## config.mk

```make
export PLATFORM = sky130hd
export DESIGN_NAME = writeback_unit
export DESIGN_NICKNAME = d
export VERILOG_FILES = /design/src/rtl/writeback_unit.sv
export SDC_FILE = /design/constraint.sdc
export NUM_CORES = 1
export LEC_CHECK = 0
export CORE_UTILIZATION = 49
export DETAILED_ROUTE_END_ITERATION = 10
export HOLD_SLACK_MARGIN = 0.05
export PLACE_DENSITY = 0.77
export SYNTH_ARGS = -nofsm -noshare
export SYNTH_HDL_FRONTEND = slang
export SYNTH_SLANG_ARGS = --single-unit
```

## constraint.sdc

```tcl
create_clock -name clk -period 3.7 [get_ports clk]
set_input_delay 0.555 -clock clk [delete_from_list [all_inputs] [get_ports clk]]
set_output_delay 0.555 -clock clk [all_outputs]
set_load 0.01 [all_outputs]
```

## src/rtl/writeback_unit.sv

```systemverilog
// Write-side front end of the integer register file.
// ALU results (src0) and load/multi-cycle results (src1, buffered in a small
// FIFO) are arbitrated onto the single register-file write port.
// A per-register busy scoreboard is set at issue and cleared at commit so
// that decode can stall on RAW and WAW hazards.
module writeback_unit #(
    parameter int WIDTH      = 32,
    parameter int REGS       = 32,
    parameter int FIFO_DEPTH = 2,
    localparam int AW        = $clog2(REGS)
) (
    input  logic             clk,
    input  logic             rst_n,
    input  logic             src0_valid,
    input  logic [AW-1:0]    src0_rd,
    input  logic [WIDTH-1:0] src0_data,
    output logic             src0_ready,
    input  logic             src1_valid,
    input  logic [AW-1:0]    src1_rd,
    input  logic [WIDTH-1:0] src1_data,
    output logic             src1_ready,
    input  logic             issue_valid,
    input  logic [AW-1:0]    issue_rd,
    output logic             issue_ready,
    input  logic [AW-1:0]    rs1,
    input  logic [AW-1:0]    rs2,
    output logic             hazard_stall,
    output logic             rf_we,
    output logic [AW-1:0]    rf_addr,
    output logic [WIDTH-1:0] rf_wdata,
    output logic [REGS-1:0]  busy
);

    localparam int PW = $clog2(FIFO_DEPTH);

    // x0 is hardwired to zero: a commit to it is consumed but never written.
    function automatic logic writes_rf(input logic vld, input logic [AW-1:0] rd);
        return vld && (rd != '0);
    endfunction

    // Pointers carry one extra wrap bit to tell full from empty.
    logic [PW:0]      wr_ptr;
    logic [PW:0]      rd_ptr;
    logic [AW-1:0]    fifo_rd_mem   [FIFO_DEPTH];
    logic [WIDTH-1:0] fifo_data_mem [FIFO_DEPTH];
    logic             fifo_full;
    logic             fifo_empty;
    logic             push;
    logic             pop;
    logic             src0_xfer;

    logic             commit_vld_p0;
    logic [AW-1:0]    commit_rd_p0;
    logic [WIDTH-1:0] commit_data_p0;

    logic             issue_set;
    logic [REGS-1:0]  busy_nxt;

    assign fifo_empty = (wr_ptr == rd_ptr);
    assign fifo_full  = (wr_ptr[PW] != rd_ptr[PW]) &&
                        (wr_ptr[PW-1:0] == rd_ptr[PW-1:0]);

    // Both readies depend only on registered occupancy, never on this cycle's pop.
    assign src0_ready = ~fifo_full;
    assign src1_ready = ~fifo_full;

    assign src0_xfer = src0_valid & src0_ready;
    assign push      = src1_valid & src1_ready;

    // Arbitration: a full FIFO drains first, then src0, then any FIFO backlog.
    always_comb begin
        pop            = 1'b0;
        commit_vld_p0  = 1'b0;
        commit_rd_p0   = src0_rd;
        commit_data_p0 = src0_data;
        if (fifo_full) begin
            pop            = 1'b1;
            commit_vld_p0  = 1'b1;
            commit_rd_p0   = fifo_rd_mem[rd_ptr[PW-1:0]];
            commit_data_p0 = fifo_data_mem[rd_ptr[PW-1:0]];
        end else if (src0_xfer) begin
            commit_vld_p0  = 1'b1;
        end else if (!fifo_empty) begin
            pop            = 1'b1;
            commit_vld_p0  = 1'b1;
            commit_rd_p0   = fifo_rd_mem[rd_ptr[PW-1:0]];
            commit_data_p0 = fifo_data_mem[rd_ptr[PW-1:0]];
        end
    end

    // FIFO pointer update; reset empties the buffer and discards its contents.
    always_ff @(posedge clk or negedge rst_n) begin
        if (!rst_n) begin
            wr_ptr <= '0;
            rd_ptr <= '0;
        end else begin
            if (push) wr_ptr <= wr_ptr + (PW+1)'(1);
            if (pop)  rd_ptr <= rd_ptr + (PW+1)'(1);
        end
    end

    // FIFO storage; entries are only meaningful between the pointers.
    always_ff @(posedge clk) begin
        if (push) begin
            fifo_rd_mem[wr_ptr[PW-1:0]]   <= src1_rd;
            fifo_data_mem[wr_ptr[PW-1:0]] <= src1_data;
        end
    end

    // ---- commit stage: p0 selection -> registered register-file write port ----
    // Idle cycles drop the enable but keep the last address and data.
    always_ff @(posedge clk or negedge rst_n) begin
        if (!rst_n) begin
            rf_we    <= 1'b0;
            rf_addr  <= '0;
            rf_wdata <= '0;
        end else begin
            rf_we <= writes_rf(commit_vld_p0, commit_rd_p0);
            if (commit_vld_p0) begin
                rf_addr  <= commit_rd_p0;
                rf_wdata <= commit_data_p0;
            end
        end
    end

    assign issue_ready = (issue_rd == '0) | ~busy[issue_rd];
    assign issue_set   = writes_rf(issue_valid & issue_ready, issue_rd);

    // Scoreboard next state: clear on the edge the register file stores, set
    // afterwards so a same-edge issue to the same register wins.
    always_comb begin
        busy_nxt = busy;
        if (rf_we)     busy_nxt[rf_addr]  = 1'b0;
        if (issue_set) busy_nxt[issue_rd] = 1'b1;
        busy_nxt[0] = 1'b0;
    end

    // Scoreboard register.
    always_ff @(posedge clk or negedge rst_n) begin
        if (!rst_n) busy <= '0;
        else        busy <= busy_nxt;
    end

    assign hazard_stall = ((rs1 != '0) & busy[rs1]) | ((rs2 != '0) & busy[rs2]);

endmodule
```

==> impl_metrics.toml <==
[sta]
setup_violations = 0
fin_skew_ps = 10.5
setup-tns-final_ps = 0
grt_setup_unrepaired = "no"
min_period_ps = 3480
whs_ps = 283
hold_viol = 0
slew_viol_final = 0
fmax_mhz = 288
slew_headroom_pct = 36.1
worst_slew_pin_slew_ps = 959
fin_crit_sh_pct = 94.0

[worst_setup_path]
r2r_start = "rd_ptr[1]"
cp-start-kind = "input port"
r2r_slack_ps = 1360
r2r-end = "fifo_data_mem[0][25]"
cp_max_fo = 5
worstSetupPathType = "input port to output pin"
endpoint_kind = "output pin"
cp.arrival_ps = 2920
cp.required_ps = 3140
critPathLaunch = "issue_rd[1]"
r2r_cells = 5

[synth]
synth.avg_cell_area_um2 = 13.1
synth_fp_nets = 600
synth_cells = 506
synthTopCellsByArea = "edfxtp_1 (34%), dfrtp_1 (28%), mux2i_1 (8.2%), o21ai_0 (6.3%), mux4_2 (4.1%)"
yosysTopAreaCellShare_pct = 33.6
synth_top_area_cell = "edfxtp_1"
yosysUniqueCellTypes = 50
synth_seq_area_share_pct = 61.3
synth-edff-count = 74
ys_seq_elements = 147
netlist_area_um2 = 6610
yosysWarnings = 0
synth_ff_type = "edfxtp_1"
ys_async_sr_fraction_pct = 49.7

[placed_design]
portBuffers = 166
dp.final_hpwl_um = 12200
dp.cells = 832
gp_congestion = 0.917

[global_routing]
gr-total-overflow = 0
grt_util_all_layers_pct = 26.5
first_global_vias = 5411
grt_max_degree = 74
grt_antenna_before_repair = 0
grt_pass1_wl_um = 28400

[worst_hold_path]
hold_path.class = "input port to asynchronous set/reset pin"

[clock_tree]
cts-root-buf = "clkbuf_16"
cts_setup_buffers = 0
clk_path_buf_depth = 2
cts_hold_buf = 0
cts_buffers = 17
cts_tree = "done"
clock_sinks = 147
clock_latency_ps = 420
htreeDepth = 4
cts.clk_slew.worst_paths_ps = 70

[power_and_ir_drop]
ir_worst_vdd_mv = 0.623
internal_power_mw = 4.97
swShare_pct = 37.4
comb_power_share_pct = 41.4
power_switching_mw = 2.97
power.total_mw = 7.94
clock_power_share_pct = 20.3
pwr-share-seq_pct = 38.4
p_leak_nw = 3.41
power_density_nw_per_um2 = 877

[floorplan]
fp.dieW_um = 118
rows = 42
die_area_um2 = 13900
core-area_um2 = 13200
io_pins = 168
initial_utilization_pct = 50.1
die_y_um = 118

[detailed_routing]
totalWireLength_um = 17700
ant_nets = 0
drc = 0
firstDrtPassIters = 5
drt_iter0_drc = 322
vias = 5065
viasPerCell = 5.86
post_drt_wl_per_cell_um = 20.4

[finish]
layout_commonest_cell = "clkdlybuf4s50_1"
fin_nets = 769
num_antenna_cells = 0
drive_gt1_share_pct = 12.4
syn2layout_area_growth_pct = 37.0
fin_cells = 864
layout_common_cells = "clkdlybuf4s50_1 (164), o21ai_0 (82), edfxtp_1 (74)"

[run_status]
status = "finished clean"

[run]
max_cap_violations = 0
-- worst max path at each step --
stage | endpoint | depth (start not counted)
floorplan | fifo_data_mem[0][0] | 5
global placement | issue_ready | 7
detailed placement | issue_ready | 7
CTS | issue_ready | 7
global route | hazard_stall | 7
finish | issue_ready | 7
-- cells by family after synthesis --
logic type | count (synthesis) | synth area share [%]
flops | 147 | 61.3
buf+inv | 35 | 2.24
compound gates | 151 | 14.2
mux | 76 | 14.0
simple gates | 90 | 7.45
other cells | 1 | 0.0568
xor+xnor | 6 | 0.796
-- through the flow --
stage	worst slack (ps)	instance area [um^2]	util, %
after floorplan	723	6610	-
after global placement	-70.3	8490	64.4
after detailed placement	-141	8490	64.4
after CTS	142	9040	68.6
after global routing	107	9050	68.6
final	223	9050	68.6
-- registers in the layout, indices dropped and copies added, names as in the netlist --
signal / cells
rd_ptr: 2
rf_wdata: 32
fifo_data_mem: 64
rf_addr: 5
busy: 31
rf_we: 1
fifo_rd_mem: 10
wr_ptr: 2
-- Yosys cell counts (3+ instances only) --
cell type	n
nor2_1	7
edfxtp_1	74
nand2_1	27
or3b_2	3
mux2_2	10
o41ai_1	3
nand2b_1	6
nand3b_1	11
or3_1	3
mux4_2	12
xnor2_1	4
clkbuf_1	23
or2_2	5
mux2i_1	54
o21ai_0	83
buf_1	5
o31ai_1	10
inv_1	3
a22oi_1	26
a21oi_1	3
dfrtp_1	73
nor2b_1	6
o211ai_1	8
nand3_1	13
-- worst max-delay path, stage by stage --
cell             delay, ps
clkdlybuf4s50_1        580
mux2_2                 360
mux4_2                 480
a222oi_1               320
buf_4                  190
nor3b_2                160
clkdlybuf4s15_1        280
-- final cells by class --
class                      count  area (um^2)
tap                          176          220
fill                         938         4140
multi-input combinational    324         2430
clock inverter                14          118
clock buffer                  18          439
sequential                   147         4050
timing repair buffer         182         1780
inverter                       3         11.3
-- power groups by stage --
stage	combinational (mW)	sequential [mW]	clock, mW
floorplan	1.67	3.00	0
global placement	3.19	3.02	0
detailed placement	3.28	3.05	0
CTS	3.31	3.03	1.62
global route	3.57	3.11	1.68
finish	3.28	3.04	1.61
-- layer usage --
metal  wire [um]  vias up  GRT usage [%]
li1            -     2293              -
met1        7500     2521           34.6
met2        8540      220           42.6
met3        1310       31           6.93
met5           0        -              0
met4         304        0           9.78
-- what timing repair did --
item | 4_1_cts | 5_1_grt
resized for setup | 1 | 2
endpoints found under the hold margin | 0 | 0
setup endpoints to repair | 1 | 1
cloned | 0 | 0
(Power assumes the default switching activity.)
